**config.mk**
```make
export PLATFORM = sky130hd
export DESIGN_NAME = arb_4req_sched
export DESIGN_NICKNAME = d
export VERILOG_FILES = /design/src/rtl/arb_pkg.sv /design/src/rtl/arb_prio_pick.sv /design/src/rtl/arb_4req_sched.sv
export SDC_FILE = /design/constraint.sdc
export NUM_CORES = 1
export LEC_CHECK = 0
export ABC_AREA = 1
export BUFFER_PORTS_ARGS = -buffer_cell sky130_fd_sc_hd__buf_2
export CAP_MARGIN = 5
export CORE_MARGIN = 2
export CORE_UTILIZATION = 46
export CTS_CLUSTER_DIAMETER = 150
export CTS_CLUSTER_SIZE = 8
export DETAILED_ROUTE_END_ITERATION = 8
export MAX_ROUTING_LAYER = met4
export PLACE_DENSITY = 0.79
export SYNTH_ARGS = -nofsm -noshare
export SYNTH_HDL_FRONTEND = slang
export SYNTH_SLANG_ARGS = --single-unit
export TNS_END_PERCENT = 50
```
**constraint.sdc**
```tcl
create_clock -name clk -period 1.85 [get_ports clk]
set_input_delay 0.2775 -clock clk [delete_from_list [all_inputs] [get_ports clk]]
set_output_delay 0.2775 -clock clk [all_outputs]
set_load 0.05 [all_outputs]
```
**src/rtl/arb_pkg.sv**
```systemverilog
// Shared types for the 4-requester arbiter.
// State encodings, sizes and a one-hot helper.
package arb_pkg;

    localparam int NUM_REQ = 4;
    localparam int ID_W    = 2;

    typedef enum logic {
        ST_IDLE  = 1'b0,
        ST_GRANT = 1'b1
    } state_e;

    function automatic logic [NUM_REQ-1:0] id2onehot(
        input logic [ID_W-1:0] id
    );
        return NUM_REQ'(1) << id;
    endfunction

endpackage

```
**src/rtl/arb_prio_pick.sv**
```systemverilog
// Priority picker: searches downward from base (mod 4).
// The first requesting index in that order wins.
module arb_prio_pick
    import arb_pkg::*;
(
    input  logic [NUM_REQ-1:0] req,
    input  logic [ID_W-1:0]    base,
    output logic [ID_W-1:0]    pick_id,
    output logic               any_req
);

    // Lowest priority written first, so the base index wins last.
    always_comb begin
        pick_id = '0;
        for (int i = NUM_REQ - 1; i >= 0; i--) begin
            if (req[base - ID_W'(i)]) begin
                pick_id = base - ID_W'(i);
            end
        end
    end

    assign any_req = |req;

endmodule

```
**src/rtl/arb_4req_sched.sv**
```systemverilog
// 4-requester arbiter with grant hold and hold timeout.
// Define ARB_ROUND_ROBIN_EN for rotating priority; default is fixed 3>2>1>0.
module arb_4req_sched
    import arb_pkg::*;
#(
    parameter int MAX_HOLD = 16,
    parameter int CNT_W    = 5
) (
    input  logic       clk,
    input  logic       rst,
    input  logic [3:0] req,
    input  logic       done,
    output logic [3:0] gnt,
    output logic [1:0] gnt_id,
    output logic       gnt_valid,
    output logic       timeout
);

    state_e             state_q, state_d;
    logic [NUM_REQ-1:0] gnt_q, gnt_d;
    logic [ID_W-1:0]    gnt_id_q, gnt_id_d;
    logic               gnt_valid_q, gnt_valid_d;
    logic               timeout_q, timeout_d;
    logic [CNT_W-1:0]   hold_cnt_q, hold_cnt_d;
    logic [ID_W-1:0]    last_id_q, last_id_d;

    logic [ID_W-1:0]    base;
    logic [ID_W-1:0]    pick_id;
    logic               any_req;
    logic               hold_lim;
    logic               owner_req;

`ifdef ARB_ROUND_ROBIN_EN
    assign base = last_id_q - ID_W'(1);
`else
    logic unused_last_id;
    assign base = ID_W'(NUM_REQ - 1);
    assign unused_last_id = ^last_id_q;
`endif

    arb_prio_pick u_pick (
        .req     (req),
        .base    (base),
        .pick_id (pick_id),
        .any_req (any_req)
    );

    assign owner_req = req[gnt_id_q];
    assign hold_lim  = (MAX_HOLD != 0) &&
                       (hold_cnt_q == CNT_W'(MAX_HOLD));

    // Next-state: arbitrate in IDLE, hold or release in GRANT.
    always_comb begin
        state_d     = state_q;
        gnt_d       = gnt_q;
        gnt_id_d    = gnt_id_q;
        gnt_valid_d = gnt_valid_q;
        timeout_d   = 1'b0;
        hold_cnt_d  = hold_cnt_q;
        last_id_d   = last_id_q;
        unique case (state_q)
            ST_IDLE: begin
                if (any_req) begin
                    state_d     = ST_GRANT;
                    gnt_d       = id2onehot(pick_id);
                    gnt_id_d    = pick_id;
                    gnt_valid_d = 1'b1;
                    hold_cnt_d  = CNT_W'(1);
                    last_id_d   = pick_id;
                end else begin
                    gnt_d       = '0;
                    gnt_id_d    = '0;
                    gnt_valid_d = 1'b0;
                    hold_cnt_d  = '0;
                end
            end
            ST_GRANT: begin
                if (done || !owner_req || hold_lim) begin
                    state_d     = ST_IDLE;
                    gnt_d       = '0;
                    gnt_id_d    = '0;
                    gnt_valid_d = 1'b0;
                    hold_cnt_d  = '0;
                    // Only a revocation of a still-requesting owner pulses.
                    timeout_d   = !done && owner_req && hold_lim;
                end else if (hold_cnt_q != '1) begin
                    hold_cnt_d = hold_cnt_q + CNT_W'(1);
                end
            end
            default: begin
                state_d = ST_IDLE;
            end
        endcase
    end

    // State and output registers with synchronous reset.
    always_ff @(posedge clk) begin
        if (rst) begin
            state_q     <= ST_IDLE;
            gnt_q       <= '0;
            gnt_id_q    <= '0;
            gnt_valid_q <= 1'b0;
            timeout_q   <= 1'b0;
            hold_cnt_q  <= '0;
            last_id_q   <= '0;
        end else begin
            state_q     <= state_d;
            gnt_q       <= gnt_d;
            gnt_id_q    <= gnt_id_d;
            gnt_valid_q <= gnt_valid_d;
            timeout_q   <= timeout_d;
            hold_cnt_q  <= hold_cnt_d;
            last_id_q   <= last_id_d;
        end
    end

    assign gnt       = gnt_q;
    assign gnt_id    = gnt_id_q;
    assign gnt_valid = gnt_valid_q;
    assign timeout   = timeout_q;

endmodule

```
After elaboration in Yosys (flattened, before gate mapping)
Cells that the tools add are included.

Flip-flop bits (word level): 14. Input port bits: 7. Output and inout bits: 8. Word-level logic and storage cells: 43.

Add/subtract/negate cells: 1. $lt $le $gt $ge: 1. Equality and inequality tests: 4. Shift operators: 1. Muxes and demuxes: 20. Bitwise logic cells: 2. Reduce and logical (&&, ||, !) cells: 8.

Operator list (count): two-way mux 5 bit (2); one-hot mux 5 bit (2 select lines) (1); two-way mux 2 bit (4); two-way mux 4 bit (2); one-hot mux 4 bit (2 select lines) (1); two-way mux 1 bit (6); adder 5 x 1 -> 5 bit (second input constant) (1); == test 5 bit (second input constant) (1); != test 5 bit (second input constant) (1); one-hot mux 1 bit (2 select lines) (2); one-hot mux 2 bit (2 select lines) (1); OR reduction 4 bit (1); << shifter 1 x 2 -> 4 bit (first input constant) (1); less-than comparator 2 x 3 -> 1 bit (second input constant) (1); != test 3 x 1 -> 1 bit (second input constant) (1); OR reduction 3 bit (1); binary-select mux 1 bit (select 2 bit) (1); logical AND 1 bit (2); logical NOT 1 bit (2); logical OR 1 bit (2); != test 2 x 1 -> 1 bit (second input constant) (1); inverter 1 bit (2).

Depth between registers and ports, before layout
Word-level depth: 7. Depth in mapped cells: 10. Gate-level depth less buffers: 10.

Hierarchy
Synthesis repeated with hierarchy kept, for this count alone.

Cells, all modules: 141. Area, all modules: 978.4 um^2.

By module, submodules not included: arb_4req_sched (times used 1, cells an instance 91, area an instance 699.4 um^2, sequential area each 280.3 um^2); arb_prio_pick (times used 1, cells an instance 50, area an instance 279.0 um^2, sequential area each 0.0 um^2).

Least setup slack after synthesis
OpenSTA, ideal clock, no wires.

Kind: register -> register. Start: reg gnt_id_q[0], in the netlist gnt_id[0]. End: reg hold_cnt_q[2]. Setup time: 0.073 ns. Arrival: 1.330 ns. Data required time: 1.777 ns. Setup slack: 0.447 ns. Cell stages (with the launch flop): 8. Path buffers: 1. Clock period less this slack: 1.403 ns. Path through: dfxtp_1 inv_2 nand2_1 nand3_2 nand2_2 nand4_2 buf_6 nor3_4.

Longest elaborated chain between the ends: 7. Elaborated cells between the ends (all ways): 8. Classes of those cells: eq/ne (1); mux (4); reduce/logical (3).

Ends and longest elaborated chain: start: declaration (RTL line arb_4req_sched.sv:21) `logic [ID_W-1:0] gnt_id_q, gnt_id_d;`; start signal: assignment (RTL line arb_4req_sched.sv:109) `gnt_id_q <= gnt_id_d;`; binary-select mux 1 bit (select 2 bit) (*) (RTL line arb_4req_sched.sv:48) `assign owner_req = req[gnt_id_q];`; two-way mux 1 bit (implied by the code) (*) (RTL line arb_4req_sched.sv:48); logical NOT 1 bit (*) (RTL line arb_4req_sched.sv:78) `if (done || !owner_req || hold_lim) begin`; logical OR 1 bit (*) (2 in series) (RTL line arb_4req_sched.sv:78); two-way mux 5 bit (RTL line arb_4req_sched.sv:78); one-hot mux 5 bit (2 select lines) (RTL line arb_4req_sched.sv:61) `unique case (state_q)`; end signal: assignment (RTL line arb_4req_sched.sv:112) `hold_cnt_q <= hold_cnt_d;`; end: declaration (RTL line arb_4req_sched.sv:24) `logic [CNT_W-1:0] hold_cnt_q, hold_cnt_d;`.

Mark *: on every way between the ends. The rest lies on a longest branch, timed or not. The select of a mux whose other input is x is not followed. A chain may end at the register's enable or synchronous reset.

Final worst setup path
Start: reg hold_cnt_q[0]. End: reg gnt_valid_q, in the netlist gnt_valid.

Longest elaborated chain between the ends: 3.

Ends and longest elaborated chain: == test 5 bit (RTL line arb_4req_sched.sv:50) `(hold_cnt_q == CNT_W'(MAX_HOLD));`; logical OR 1 bit (RTL line arb_4req_sched.sv:78); != test 2 x 1 -> 1 bit (no source line); end signal: assignment (RTL line arb_4req_sched.sv:110) `gnt_valid_q <= gnt_valid_d;`; end: declaration (RTL line arb_4req_sched.sv:22) `logic gnt_valid_q, gnt_valid_d;`.

Every way passes these cells.

==> metrics.txt <==
layout cells sized above 1 0.321; maxcap violations 0; # DRC 0; hold depth 2; net switching power 208 uW; post-CTS setup buffers 0; simple-gate area share of the yosys netlist 0.300; Worst Setup Start Kind register; post-synthesis mux area share 0; CTS tree built; busiest layer in global routing met2; worst reg2reg startpoint hold_cnt_q[0]; Vias 628; die area 1930 sq um; hold_sp rst; Core ar. 1510 sq um; synthesized area 733 sq um; Global Route met2 Usage 0.226; synthesized net count 104; worst path cell trace inv_1, ha_1, nand2_1, inv_1, a21oi_4, nand4_2, buf_4, o21ai_2; First-pass DRT Iterations 4; Worst-path clk slew 0.09 ns; synthesis-to-layout area growth 16.7%; Leakage 0.000412 uW; grt ovf 0; Avg Cell Area, Syn 7.80 sq um; register area share after synthesis 0.382; antenna viol nets, final 0; register bit count reported by yosys 14; worst-path maximum fanout 7; vias in the first global route 550; pin count of the biggest net entering global routing 9; P_int 477 uW; M1 GR Usage 0.221; Post-Synth Adder-Cell Area 0.0512; setup_tns 0 ns; Die Wd 43.9 microns; first-pass GRT wire length 2.26 mm; CTS Buf Count 3; sw frac 0.304; clock sink count 14; Placer Congestion 0.847; final slew viol count 0; Clk pwr share 0.325; io pins 15; synth warn 0; number of cells on the worst reg-to-reg path 8; status finished clean; Die Y 43.9 microns; setup violators final 0; Worst Hold Class input pin to register; Final Skew 0.00294 ns; Post-Route WL 1.26 mm; CP dominant cell by count inv_1; ant diodes 0; Starting Density 0.487; pwr/cell area 800 nW/um^2; Setup crit start hold_cnt_q[0]; Worst EP arrival 1.78 ns; Synth Area in Compound Gates 0.137; RSZ-0062 raised after global routing false; Comb pwr share 0.193; post-cts resize count 0; wire per inst 9.80 microns; H-tree levels 1; placed cell areas 820 sq um; Post-synth top flop dfxtp_1; Port Buffers 14; final hold vios 0; Root Buffer clkbuf_4; Required @ worst endpoint 2.07 ns; xor-xnor portion of the synthesized cell area 0.0119; Finished Cell Area 856 sq um; Final #Nets 123; main combinational cell family by area after synthesis simple AND/OR/NAND/NOR gates; Worst Tran Pin Value 0.253 ns; half-perimeter wire length after placement 1.02 mm; Mapped Cells 94; Final min period 1.55 ns; Max clock buf depth 2; VDD IR max 0.539 mV; Clock Latency Late Sink 0.28 ns; Row Count 14; vias per cell 4.91; Slew headroom 0.831; critical path's slowest cell dfxtp_1; Hold Buf Count CTS 0; initial antenna violation count 0; sequential share of power 0.482; Tcrit/Tclk final 0.840; fmax 0.643 GHz; Async S/R FF share, synth 0; initial DRC count 13; element type at the critical path end register; Yosys cell types 23; GRT met3 Usage 0.0750; total global-route track usage 0.168; number of synthesized flops with an enable pin 0; max incr delay on CP 0.41 ns; Worst Setup Path Type register to register
through the flow:
| step | std cells | util | hold WS [ns] | total power, uW | setup WS [ns] |
|---|---|---|---|---|---|
| 2_1_floorplan | 94 | - | 0.347 | 439 | 0.447 |
| 3_3_place_gp | 124 | 0.544 | 0.450 | 468 | 0.325 |
| 3_5_place_dp | 124 | 0.544 | 0.452 | 470 | 0.293 |
| 4_1_cts | 128 | 0.568 | 0.183 | 696 | 0.277 |
| 5_1_grt | 128 | 0.568 | 0.181 | 726 | 0.0871 |
| 6_report | 128 | 0.568 | 0.197 | 685 | 0.295 |
flip-flops by register name (all words and copies together), names as in the netlist:
name,flops
hold_cnt_q,5
gnt_valid,1
gnt_id,2
timeout,1
gnt,4
state_q,1
routing by layer:
| layer | routed length [microns] | vias to the layer above |
|---|---|---|
| met5 | 0 | - |
| met4 | 10 | 0 |
| met3 | 80 | 3 |
| met2 | 537 | 18 |
| met1 | 626 | 270 |
| li1 | - | 337 |
cell usage after synthesis (2+ instances only):
| cell type | n | area [sq um] |
|---|---|---|
| inv_1 | 17 | 63.8 |
| nand2_1 | 15 | 56.3 |
| dfxtp_1 | 14 | 280 |
| nor2_1 | 8 | 30.0 |
| nand3_1 | 6 | 30.0 |
| nand4_1 | 4 | 25.0 |
| ha_1 | 3 | 37.5 |
| inv_2 | 3 | 11.3 |
| nor2_2 | 3 | 18.8 |
| nor3_1 | 3 | 15.0 |
| o21ai_2 | 3 | 26.3 |
| a21oi_1 | 2 | 10.0 |
| o21ai_0 | 2 | 10.0 |
| o21bai_2 | 2 | 22.5 |
layout by cell type (no fill, tap or decap), types with 2 or more instances in the layout:
master     n
nand2_1   15
dfxtp_1   14
nor2_1     8
nor2_2     3
nand4_1    4
nor3_1     3
o21bai_2   2
o21ai_0    2
o21ai_2    3
nand3_1    6
a21oi_1    2
clkbuf_4   3
ha_1       3
inv_2      3
buf_2     14
inv_1     17
area by class of cell:
| cell class | instances | area [sq um] |
|---|---|---|
| timing repair buffer | 15 | 77.6 |
| fill | 154 | 651 |
| tap | 16 | 20.0 |
| inverter | 20 | 75.1 |
| clock buffer | 4 | 36.3 |
| multi-input combinational | 59 | 367 |
| sequential | 14 | 280 |
cells by family (layout without fill, tap and decap cells):
logic type | count (synthesis) | count (layout)
flip-flops | 14 | 14
adder cells (fa/ha/maj) | 3 | 3
XOR/XNOR | 1 | 1
AND/OR/NAND/NOR | 43 | 43
buffers and inverters | 21 | 39
AO/OA/AOI/OAI | 12 | 12
worst paths after layout:
| kind | slack (ns) | endpoint |
|---|---|---|
| max reg2reg | 0.30 | gnt_valid |
| max | 0.30 | gnt_valid |
| min reg2reg | 0.46 | gnt[3] |
| min | 0.20 | gnt[0] |
power groups by stage:
stage	sequential [uW]	clock, uW	combinational [uW]
2_1_floorplan	372	0	67.1
3_3_place_gp	337	0	131
3_5_place_dp	337	0	133
4_1_cts	330	232	133
5_1_grt	333	246	147
6_report	330	222	132
worst max-delay path, delay by kind of cell (launching register included):
family                   cells  cell delay (ns)
adder cells (fa/ha/maj)      1             0.19
AO/OA/AOI/OAI                2             0.27
AND/OR/NAND/NOR              2             0.26
buffers and inverters        3             0.36
flip-flops                   1             0.41
No activity file was read; power rests on OpenSTA's default activity.
